--- config.mk ---
export PLATFORM = sky130hd
export DESIGN_NAME = prog_loader
export DESIGN_NICKNAME = d
export VERILOG_FILES = /design/src/rtl/prog_loader_pkg.sv /design/src/rtl/prog_loader.sv
export SDC_FILE = /design/constraint.sdc
export NUM_CORES = 1
export LEC_CHECK = 0
export ABC_AREA = 1
export CORE_ASPECT_RATIO = 0.6
export CORE_MARGIN = 3
export CORE_UTILIZATION = 45
export CTS_CLUSTER_SIZE = 20
export DETAILED_ROUTE_END_ITERATION = 7
export MAX_ROUTING_LAYER = met4
export PLACE_DENSITY = 0.67
export SLEW_MARGIN = 15
export SYNTH_ARGS = -nofsm -noshare
export SYNTH_HDL_FRONTEND = slang
export SYNTH_SLANG_ARGS = --single-unit
--- constraint.sdc ---
create_clock -name clk -period 1.7 [get_ports clk]
set_clock_uncertainty 0.15 [all_clocks]
set_input_delay 0.255 -clock clk [delete_from_list [all_inputs] [get_ports clk]]
set_output_delay 0.255 -clock clk [all_outputs]
set_load 0.05 [all_outputs]
--- src/rtl/prog_loader_pkg.sv ---
// rtl/prog_loader_pkg.sv - shared constants, state encoding and length helper for the program loader
package prog_loader_pkg;

    localparam logic [7:0] MAGIC_0 = 8'h41;
    localparam logic [7:0] MAGIC_1 = 8'h53;
    localparam logic [7:0] MAGIC_2 = 8'h52;
    localparam logic [7:0] MAGIC_3 = 8'h4D;

    localparam int DEFAULT_ADDR_WIDTH = 7;

    typedef enum logic [3:0] {
        ST_MAGIC0,
        ST_MAGIC1,
        ST_MAGIC2,
        ST_MAGIC3,
        ST_LEN,
        ST_DATA,
        ST_CSUM,
        ST_DONE,
        ST_ERROR
    } state_e;

    // Largest image the program RAM can hold, in bytes
    function automatic int max_len(input int addr_width);
        return 1 << addr_width;
    endfunction

endpackage

--- src/rtl/prog_loader.sv ---
// rtl/prog_loader.sv - framed byte-stream writer for program RAM; holds the CPU in reset until a good image lands
module prog_loader
    import prog_loader_pkg::*;
#(
    parameter int ADDR_WIDTH = DEFAULT_ADDR_WIDTH
) (
    input  logic                  clk,
    input  logic                  reset,
    input  logic [7:0]            in_data,
    input  logic                  in_valid,
    output logic                  in_ready,
    input  logic                  start,
    output logic [ADDR_WIDTH-1:0] mem_addr,
    output logic [7:0]            mem_data,
    output logic                  mem_write_en,
    output logic                  cpu_reset,
    output logic                  done,
    output logic                  error
);

    localparam int MAX_LEN = max_len(ADDR_WIDTH);

    state_e                state_q, state_d;
    logic [ADDR_WIDTH-1:0] addr_q, addr_d;
    logic [7:0]            rem_q, rem_d;
    logic [7:0]            csum_q, csum_d;
    logic [ADDR_WIDTH-1:0] mem_addr_q, mem_addr_d;
    logic [7:0]            mem_data_q, mem_data_d;
    logic                  we_q, we_d;
    logic                  cpu_reset_q, cpu_reset_d;
    logic                  done_q, done_d;
    logic                  error_q, error_d;
    logic                  xfer;

    assign in_ready     = (state_q != ST_DONE) && (state_q != ST_ERROR);
    assign xfer         = in_valid && in_ready;
    assign mem_addr     = mem_addr_q;
    assign mem_data     = mem_data_q;
    assign mem_write_en = we_q;
    assign cpu_reset    = cpu_reset_q;
    assign done         = done_q;
    assign error        = error_q;

    always_comb begin
        state_d     = state_q;
        addr_d      = addr_q;
        rem_d       = rem_q;
        csum_d      = csum_q;
        mem_addr_d  = mem_addr_q;
        mem_data_d  = mem_data_q;
        we_d        = 1'b0;
        cpu_reset_d = cpu_reset_q;
        done_d      = done_q;
        error_d     = error_q;

        if (start) begin
            // Any byte offered alongside start is swallowed here
            state_d     = ST_MAGIC0;
            addr_d      = '0;
            rem_d       = '0;
            csum_d      = '0;
            cpu_reset_d = 1'b0;
            done_d      = 1'b0;
            error_d     = 1'b0;
        end else if (xfer) begin
            unique case (state_q)
                ST_MAGIC0: if (in_data == MAGIC_0) state_d = ST_MAGIC1;
                ST_MAGIC1: begin
                    if (in_data == MAGIC_1)      state_d = ST_MAGIC2;
                    else if (in_data == MAGIC_0) state_d = ST_MAGIC1;
                    else                         state_d = ST_MAGIC0;
                end
                ST_MAGIC2: begin
                    if (in_data == MAGIC_2)      state_d = ST_MAGIC3;
                    else if (in_data == MAGIC_0) state_d = ST_MAGIC1;
                    else                         state_d = ST_MAGIC0;
                end
                ST_MAGIC3: begin
                    if (in_data == MAGIC_3)      state_d = ST_LEN;
                    else if (in_data == MAGIC_0) state_d = ST_MAGIC1;
                    else                         state_d = ST_MAGIC0;
                end
                ST_LEN: begin
                    addr_d = '0;
                    csum_d = '0;
                    rem_d  = in_data;
                    if (int'({24'd0, in_data}) > MAX_LEN) begin
                        state_d     = ST_ERROR;
                        error_d     = 1'b1;
                        cpu_reset_d = 1'b0;
                    end else if (in_data == 8'd0) begin
                        state_d = ST_CSUM;
                    end else begin
                        state_d = ST_DATA;
                    end
                end
                ST_DATA: begin
                    we_d       = 1'b1;
                    mem_addr_d = addr_q;
                    mem_data_d = in_data;
                    csum_d     = csum_q ^ in_data;
                    // Counter wraps after a full-size image; harmless since no write follows
                    addr_d     = addr_q + ADDR_WIDTH'(1);
                    rem_d      = rem_q - 8'd1;
                    if (rem_q == 8'd1) state_d = ST_CSUM;
                end
                ST_CSUM: begin
                    if (in_data == csum_q) begin
                        state_d     = ST_DONE;
                        done_d      = 1'b1;
                        cpu_reset_d = 1'b1;
                    end else begin
                        state_d     = ST_ERROR;
                        error_d     = 1'b1;
                        cpu_reset_d = 1'b0;
                    end
                end
                default: ;
            endcase
        end
    end

    always_ff @(posedge clk or negedge reset) begin
        if (!reset) begin
            state_q     <= ST_MAGIC0;
            addr_q      <= '0;
            rem_q       <= '0;
            csum_q      <= '0;
            mem_addr_q  <= '0;
            mem_data_q  <= '0;
            we_q        <= 1'b0;
            cpu_reset_q <= 1'b0;
            done_q      <= 1'b0;
            error_q     <= 1'b0;
        end else begin
            state_q     <= state_d;
            addr_q      <= addr_d;
            rem_q       <= rem_d;
            csum_q      <= csum_d;
            mem_addr_q  <= mem_addr_d;
            mem_data_q  <= mem_data_d;
            we_q        <= we_d;
            cpu_reset_q <= cpu_reset_d;
            done_q      <= done_d;
            error_q     <= error_d;
        end
    end

endmodule

==> flow_summary.yaml, run 1 <==
status:
  status: "completed"
critical_path:
  max_stage_delay_ns: 0.45
  startpoint_type: "flop"
  arrival_ns: 1.27
  path_cells: "nor2_4 -> nand2_2 -> nand2_2 -> inv_2 -> buf_12"
  path_class: "reg2out"
  critical_path.endpoint_type: "output pin"
  cp_common_cell: "nand2_2"
  crit_path_max_fanout: 4
  crit_family: "flip-flops"
  crit_path_top_delay_cell: "dfrtp_2"
  critPathBufInv: 2
  r2r_slack_ns: 0.04
  critical_path_required_ns: 1.29
flow_run:
  cap_violations: 0
pwr:
  p_per_area_nw_per_um2: 759.4
  vdd_drop_max_mv: 0.4931
  p_leak_nw: 1.796
detailed_routing:
  viasPerCell: 4.930
  num_vias: 2450
  antenna_left: 0
  drc: 0
  drt-initial-drc-count: 119
  drt-pass1-iter-count: 4
  drt-total-wl_mm: 6.728
  wire_per_inst_um: 13.54
clocking:
  clkSinkCount: 46
  ctsLongestPathBuffers: 2
  insertion_delay_ns: 0.30
  path_clk_slew_ns: 0.09
  cts-root-buf: "clkbuf_8"
  htreeDepth: 2
  numCtsBuffers: 5
  cts_tree: "built"
global_route:
  grt_pass1_wl_mm: 10.68
  grt_pass1_vias: 2217
  antenna_found_initial: 0
  grt_remaining_overflow: 0
  grt_usage_pct: 21.24
  grt_max_degree: 29
floorplan:
  die_h_um: 64.45
  core-area_um2: 5280
  io_pins: 32
  die_area_um2: 6665
  rows: 20
  start_util_pct: 48.53
  die_w_um: 103.4
yosys:
  synthMuxAreaShare_pct: 0
  synth_area_um2: 2562
  ys_ff_latch: 46
  yosysSeqAreaShare_pct: 44.92
  synthCells: 342
  synth_edf_count: 0
  ys_async_sr_fraction_pct: 100.0
  netlist_top_cells_area: "dfrtp_1 (45%), nand2_1 (16%), inv_1 (5.9%)"
  synthAdderAreaFrac_pct: 1.465
  synth_top_area_share_pct: 44.92
  synthFlopType: "dfrtp_1"
  synth_top_family_by_area: "simple AND/OR/NAND/NOR gates"
  synth.distinct_cells: 27
  synth-simple-area-share_pct: 30.66
  synth_compound_area_share_pct: 12.06
  syn_nets: 357
  synth_area_per_cell_um2: 7.493
  yosys.area.top_type: "dfrtp_1"
  synthXorXnorAreaFrac_pct: 2.393
  yosys_warnings: 0
placement:
  place.gp.congestion: 0.9207
  io_buffers: 31
  dp_hpwl_mm: 4.970
sta:
  max_freq_mhz: 596.2
  fin_crit_ns: 1.677
  final_hold_viol_count: 0
  fin_crit_sh_pct: 98.66
  fin_setup_tns_ns: 0
  maxSlewViolCount: 0
  hold_ws_ns: 0.2353
  setup_viol: 0
  grt_setup_unrepaired: "yes"
  worst_pin_slew_ns: 0.4692
  relSlewSlack_pct: 68.72
final_layout:
  area_growth_pct: 37.74
  drive_above_1_share_pct: 29.05
  final_nets: 434
  num_antenna_cells: 0
hold_path:
  min_path_type: "in2reg"
-- worst min-delay path, stage by stage --
cell	delay, ns
dlymetal6s2s_1	0.18
nor2_1	0.13
o21ai_1	0.08
-- power breakdown --
group          internal (mW)  total (mW)  switching (mW)
clock network          0.589       0.978           0.389
logic                  0.232       0.561           0.329
registers               1.11        1.14          0.0272
total                   1.94        2.68           0.745
-- state kept, by name, indices dropped and copies added, names as in the netlist --
register      count
error             1
state_q           4
mem_write_en      1
rem_q             8
mem_data          8
addr_q            7
done              1
cpu_reset         1
mem_addr          7
csum_q            8
-- placed cells by master (no fill, tap or decap), types with 4 or more instances in the layout --
cell type / n
inv_1: 35
a21oi_2: 4
nand4_1: 4
dfrtp_1: 43
o21ai_1: 23
nand2_2: 7
nor2_4: 7
dlymetal6s2s_1: 6
nor2_2: 6
clkdlybuf4s50_1: 4
buf_4: 57
inv_2: 9
clkbuf_8: 5
buf_12: 4
o22ai_1: 9
nand3_1: 19
nor2_1: 24
o21ai_0: 14
xnor2_1: 4
nand2_1: 100
-- cell usage after synthesis (2+ instances only) --
cell	count
buf_6	2
o22ai_1	11
nand3_2	2
inv_1	40
nand2_4	2
a21oi_1	5
dfrtp_1	46
nor3_1	2
nand3_1	21
nor2_1	29
nor2_4	4
xnor2_1	4
xor2_1	3
ha_1	3
nand2_1	108
buf_4	3
nand4_1	4
inv_2	6
o21ai_1	19
o21ai_0	19
nor2_2	3
-- area by class of cell --
class                           count  area (µm²)
Clock buffer                        5       68.82
Clock inverter                      3       68.82
Fill cell                         446        1750
Inverter                           46       177.7
Multi-Input combinational cell    246        1314
Sequential cell                    46        1155
Tap cell                           77       96.34
Timing Repair Buffer               74       649.4
-- path summary, 6_finish.rpt --
kind,start,to,depth (start not counted)
setup / recovery,state_q[3],in_ready,5
hold / removal,in_data[6],rem_q[6],3
setup reg to reg,state_q[3],addr_q[1],7
hold reg to reg,mem_addr[6],mem_addr[6],2
max in group asynchronous,reset,addr_q[2],3
min in group asynchronous,reset,mem_data[4],2
-- per-layer routing --
metal | share of wire, % | GRT usage [%] | routed length [µm]
met3 | 5.9 | 4.839 | 396
met1 | 51 | 33.06 | 3429
met4 | 0.86 | 3.877 | 58
met2 | 42 | 28.17 | 2843
met5 | 0 | - | 0
-- through the flow --
stage	cell area [µm²]	utilization, %	power (mW)	instances	setup slack, ns
floorplan	2562	-	1.399	342	0.1948
global route	3530	66.85	2.809	497	-0.05127
global placement	3167	59.98	1.617	478	-0.2724
detailed placement	3167	59.98	1.617	478	-0.2889
finish	3530	66.85	2.681	497	0.02282
CTS	3371	63.84	2.618	491	-0.004112
-- cells by family after synthesis --
family / count (synthesis)
AND/OR/NAND/NOR: 178
AO/OA/AOI/OAI: 57
buffers and inverters: 51
flip-flops: 46
XOR/XNOR: 7
adder cells (fa/ha/maj): 3
-- repair_timing --
action,in CTS,in global routing
hold endpoints to repair,18,0
setup endpoints to repair,4,42
hold buffers,1,0
buffers inserted,4,5
resized for setup,5,46
gates cloned,0,1
pin swaps,4,8
(Power assumes the default switching activity.)
==> run 2, diff against run 1 <==
--- a/config.mk
+++ b/config.mk
@@ -8,11 +8,11 @@
 export ABC_AREA = 1
 export CORE_ASPECT_RATIO = 0.6
 export CORE_MARGIN = 3
-export CORE_UTILIZATION = 45
+export CORE_UTILIZATION = 30
 export CTS_CLUSTER_SIZE = 20
 export DETAILED_ROUTE_END_ITERATION = 7
+export DONT_BUFFER_PORTS = 1
 export MAX_ROUTING_LAYER = met4
-export PLACE_DENSITY = 0.67
 export SLEW_MARGIN = 15
 export SYNTH_ARGS = -nofsm -noshare
 export SYNTH_HDL_FRONTEND = slang
==> constraint.sdc (replaced) <==
create_clock -name clk -period 1.7 [get_ports clk]
set_clock_uncertainty 0.15 [all_clocks]
set_input_delay 0.255 -clock clk [delete_from_list [all_inputs] [get_ports clk]]
set_output_delay 0.255 -clock clk [all_outputs]
set_load 0.01 [all_outputs]
==> run 2 against run 1 <==
Against the previous run:
- hold slack got worse by 0.21 ns
- combinational power fell by 31%
- routed wire length fell by 1.3%
- die area rose by 46%
- non-clock buffer count fell by 52
- fmax fell by 1.2%
- register-to-register slack got worse by 0.04 ns
- flip-flop and latch count did not move
- sequential share of layout area rose by 4.2 points
- count of clock-buffer cells in the layout rose by 1
- clock power fell by 2%
- via count fell by 6.9%
- critical endpoint is now rem_q[5]
- largest power group unchanged
- highest routed layer unchanged
==> flow_summary.yaml, run 2 (same netlist as run 1, synthesis figures left out) <==
sta:
  hold_ws_ns: 0.02457
  final_hold_viol_count: 0
  worst_pin_slew_ns: 0.3351
  fin_crit_ns: 1.697
  grt_setup_unrepaired: "yes"
  maxSlewViolCount: 0
  relSlewSlack_pct: 77.59
  fin_setup_tns_ns: 0
  max_freq_mhz: 589.3
  fin_crit_sh_pct: 99.83
  setup_ws_ns: 0.002975
  setup_viol: 0
critical_path:
  r2r_slack_ns: 0.003
  startpoint_type: "flop"
  crit_path_max_fanout: 6
  ff2ff_path_depth: 9
  critical_path_required_ns: 1.76
  critical_path.endpoint_type: "flop"
  path_class: "reg2reg"
  arrival_ns: 1.76
global_route:
  grt_remaining_overflow: 0
  grt_pass1_wl_mm: 10.88
  grt_max_degree: 47
  grt_usage_pct: 14.46
  antenna_found_initial: 0
  grt_pass1_vias: 2179
clocking:
  numCtsBuffers: 5
  ctsLongestPathBuffers: 2
  insertion_delay_ns: 0.29
  htreeDepth: 2
  path_clk_slew_ns: 0.06
  clkSinkCount: 46
  cts_tree: "built"
  cts-root-buf: "clkbuf_16"
detailed_routing:
  drc: 0
  antenna_left: 0
  drt-initial-drc-count: 194
  drt-total-wl_mm: 6.638
  drt-pass1-iter-count: 4
  num_vias: 2281
  wire_per_inst_um: 13.97
  viasPerCell: 4.802
floorplan:
  core-area_um2: 8070
  start_util_pct: 31.75
  die_h_um: 77.59
  rows: 25
  die_w_um: 125.3
  io_pins: 32
  die_area_um2: 9723
pwr:
  p_leak_nw: 1.484
  p_per_area_nw_per_um2: 797.9
  vdd_drop_max_mv: 0.3059
  total_power_mw: 2.496
final_layout:
  num_antenna_cells: 0
  area_growth_pct: 22.07
  drive_above_1_share_pct: 19.07
  utilization_pct: 38.76
  final_nets: 382
  fill_cells: 835
  final_common_cell: "nand2_1"
  final_cell_mix: "nand2_1 (100), dfrtp_1 (43), inv_1 (34), nor2_1 (29), o21ai_1 (20)"
hold_path:
  whs_path_depth: 2
  min_path_type: "in2reg"
placement:
  io_buffers: 0
  place.gp.congestion: 0.9640
  dp_hpwl_mm: 4.820
  place_ws_ns: -0.01893
flow_run:
  cap_violations: 0
status:
  status: "completed"
run 2: changes by cell type in the layout (fill, tap and decap cells not counted), moves of 4 or more:
| cell | change |
|---|---|
| buf_4 | -43 |
| dlymetal6s2s_1 | -6 |
| nor2_2 | -5 |
| clkbuf_8 | -5 |
| clkdlybuf4s50_1 | -4 |
| nor2_1 | +5 |
| clkbuf_16 | +5 |
run 2: report_power, final:
part | switching, mW | internal [mW] | leakage [nW]
sequential | 0.0337 | 1.12 | 0.636
clock | 0.420 | 0.538 | 0.0629
combinational | 0.250 | 0.139 | 0.786
run 2: area by class of cell:
cell class                      instances  area, µm²  area share [%]
Sequential cell                        46       1155           36.92
Tap cell                              108      135.1           4.320
Clock buffer                            6      128.9           4.120
Inverter                               46      175.2           5.600
Timing Repair Buffer                   22      224.0           7.160
Clock inverter                          1      7.507          0.2400
Multi-Input combinational cell        246       1303           41.64
run 2: critical path, stage by stage, from the launching register on:
cell and delay [ns]:
dfrtp_1 0.38, inv_2 0.07, nor2_4 0.25, nand2_2 0.14, nand3_4 0.13, buf_4 0.13, nor2_4 0.05, nor2_4 0.16
nand2_1 0.09, o21ai_2 0.07
run 2: what timing repair did:
| item | in CTS | in global routing |
|---|---|---|
| pin swaps | 1 | 12 |
| endpoints found under the setup margin | 5 | 44 |
| hold buffers | 5 | 0 |
| endpoints found under the hold margin | 55 | 0 |
| resized for setup | 4 | 33 |
| buffers inserted | 0 | 4 |
| cloned | 1 | 0 |
run 2: worst paths after layout:
check                           startpoint           to
worst min register to register   csum_q[2]    csum_q[2]
max in group asynchronous            reset   state_q[3]
worst max-delay path            state_q[2]     rem_q[5]
worst min-delay path            in_data[7]  mem_data[7]
min in group asynchronous            reset  mem_data[4]
worst max register to register  state_q[2]     rem_q[5]
run 2: per-stage QoR:
stage	cells	instance area (µm²)
2_1_floorplan	342	2562
3_3_place_gp	458	2775
3_5_place_dp	458	2775
4_1_cts	471	3000
5_1_grt	475	3128
6_report	475	3128
run 2: metal layers:
| metal | GRT usage, % | wire (µm) | vias to the layer above |
|---|---|---|---|
| li1 | - | - | 1140 |
| met5 | - | 0 | - |
| met2 | 19.77 | 2658 | 69 |
| met1 | 21.23 | 3402 | 1067 |
| met4 | 3.030 | 40 | 0 |
| met3 | 3.989 | 537 | 5 |
==> run 3, diff against run 2 <==
--- a/config.mk
+++ b/config.mk
@@ -6,6 +6,8 @@
 export NUM_CORES = 1
 export LEC_CHECK = 0
 export ABC_AREA = 1
+export CELL_PAD_IN_SITES_DETAIL_PLACEMENT = 0
+export CELL_PAD_IN_SITES_GLOBAL_PLACEMENT = 2
 export CORE_ASPECT_RATIO = 0.6
 export CORE_MARGIN = 3
 export CORE_UTILIZATION = 30
@@ -13,6 +15,7 @@
 export DETAILED_ROUTE_END_ITERATION = 7
 export DONT_BUFFER_PORTS = 1
 export MAX_ROUTING_LAYER = met4
+export PLACE_DENSITY_LB_ADDON = 0.1
 export SLEW_MARGIN = 15
 export SYNTH_ARGS = -nofsm -noshare
 export SYNTH_HDL_FRONTEND = slang
==> constraint.sdc (replaced) <==
create_clock -name clk -period 2.1 [get_ports clk]
set_clock_uncertainty 0.15 [all_clocks]
set_input_delay 0.315 -clock clk [delete_from_list [all_inputs] [get_ports clk]]
set_output_delay 0.315 -clock clk [all_outputs]
set_load 0.01 [all_outputs]
==> run 3 against run 2 <==
Against the previous run:
- register-to-register slack better by 0.30 ns
- global-route usage is 1.5 points higher
- routed wire length is 5.8% higher
- die area stayed put
- sequential power is 20% lower
- largest cell class unchanged
- highest routed layer unchanged
==> flow_summary.yaml, run 3 (same netlist as run 1, synthesis figures left out) <==
clocking:
  cts_tree: "built"
  ctsLongestPathBuffers: 2
  cts-root-buf: "clkbuf_16"
  htreeDepth: 2
  clkSinkCount: 46
  path_clk_slew_ns: 0.07
  insertion_delay_ns: 0.29
  numCtsBuffers: 5
sta:
  grt_setup_unrepaired: "no"
  setup_viol: 0
  fin_setup_tns_ns: 0
  relSlewSlack_pct: 74.45
  max_freq_mhz: 557.1
  fin_crit_ns: 1.795
  setup_ws_ns: 0.3051
  final_hold_viol_count: 0
  maxSlewViolCount: 0
  worst_pin_slew_ns: 0.3819
  fin_crit_sh_pct: 85.47
floorplan:
  die_h_um: 77.59
  die_area_um2: 9723
  start_util_pct: 31.75
  die_w_um: 125.3
  io_pins: 32
  rows: 25
  core-area_um2: 8070
detailed_routing:
  drt-initial-drc-count: 103
  viasPerCell: 4.754
  drt-pass1-iter-count: 4
  antenna_left: 0
  drc: 0
  wire_per_inst_um: 15.31
  drt-total-wl_mm: 7.026
  num_vias: 2182
hold_path:
  min_path_type: "in2reg"
critical_path:
  path_class: "reg2reg"
  critical_path_required_ns: 2.17
  critPathBufInv: 0
  arrival_ns: 1.86
  cp_common_cell: "nand2_1"
  crit_path_max_fanout: 5
  crit_path_top_delay_cell: "dfrtp_1"
  max_stage_delay_ns: 0.44
  path_cells: "nor2_2 -> nand2_1 -> nor2_1 -> nor2_2 -> nand2_1 -> nand2_1 -> nor2_1"
  startpoint_type: "flop"
  critical_path.endpoint_type: "flop"
  crit_family: "simple AND/OR/NAND/NOR gates"
pwr:
  vdd_drop_max_mv: 0.4498
  p_per_area_nw_per_um2: 698.5
  p_leak_nw: 1.396
  total_power_mw: 2.016
final_layout:
  final_cell_mix: "nand2_1 (108), dfrtp_1 (46), inv_1 (40), nor2_1 (29), nand3_1 (21)"
  final_common_cell: "nand2_1"
  utilization_pct: 35.77
  multi_input_area_um2: 1194
  register_area_um2: 1151
  area_growth_pct: 12.65
  drive_above_1_share_pct: 8.547
  num_antenna_cells: 0
  fill_cells: 870
  final_nets: 365
  final_area_um2: 2887
global_route:
  grt_remaining_overflow: 0
  grt_usage_pct: 15.97
  grt_pass1_vias: 2235
  antenna_found_initial: 0
  grt_max_degree: 47
  grt_pass1_wl_mm: 11.80
placement:
  io_buffers: 0
  place.gp.congestion: 0.8811
  dp_hpwl_mm: 5.136
  place_ws_ns: 0.3206
  placed_area_um2: 2688
flow_run:
  cap_violations: 0
status:
  status: "completed"
-- run 3: changes by cell type in the layout (fill, tap and decap cells not counted), moves of 4 or more --
cell     previous run  this run
nand3_1            17        21
inv_1              34        40
inv_2              11         6
buf_4              14         2
nand2_1           100       108
nand2_2             6         0
-- run 3: stage by stage --
stage | std cells | hold WS [ns]
2_1_floorplan | 342 | -0.1306
3_3_place_gp | 448 | -0.1292
3_5_place_dp | 448 | -0.1291
4_1_cts | 459 | 0.02793
5_1_grt | 459 | 0.05577
6_report | 459 | 0.03148
-- run 3: timing repair --
item,CTS,global route
endpoints found under the hold margin,48,0
setup buffers,0,0
hold buffers,3,0
resized for setup,0,0
-- run 3: worst paths after layout --
path	start	to	slack, ns	cells after the start
min reg2reg	csum_q[2]	csum_q[2]	0.35	2
min in group asynchronous	reset	mem_data[6]	0.40	2
max in group asynchronous	reset	cpu_reset	1.17	2
max	state_q[0]	cpu_reset	0.31	7
max reg2reg	state_q[0]	cpu_reset	0.31	7
min	in_data[6]	mem_data[6]	0.03	2
-- run 3: power breakdown --
part	switching [mW]	total, mW	leakage (nW)	internal [mW]
sequential	0.0235	0.924	0.640	0.901
clock	0.361	0.841	0.0745	0.480
combinational	0.176	0.251	0.681	0.0751
total	0.561	2.02	1.40	1.46
-- run 3: routing by layer --
metal | wire [µm] | vias to the layer above | track usage (%) | share of wire (%)
li1 | - | 1111 | - | -
met1 | 3933 | 1024 | 22.98 | 56
met2 | 2737 | 37 | 22.29 | 39
met3 | 272 | 10 | 4.195 | 3.9
met4 | 82 | 0 | 3.896 | 1.2
met5 | 0 | - | - | 0
-- run 3: area by class of cell --
cell class | instances | area share (%)
Multi-Input combinational cell | 245 | 41.35
Sequential cell | 46 | 39.88
Inverter | 46 | 5.982
Clock buffer | 7 | 4.941
Tap cell | 108 | 4.681
Timing Repair Buffer | 6 | 2.861
Clock inverter | 1 | 0.3034
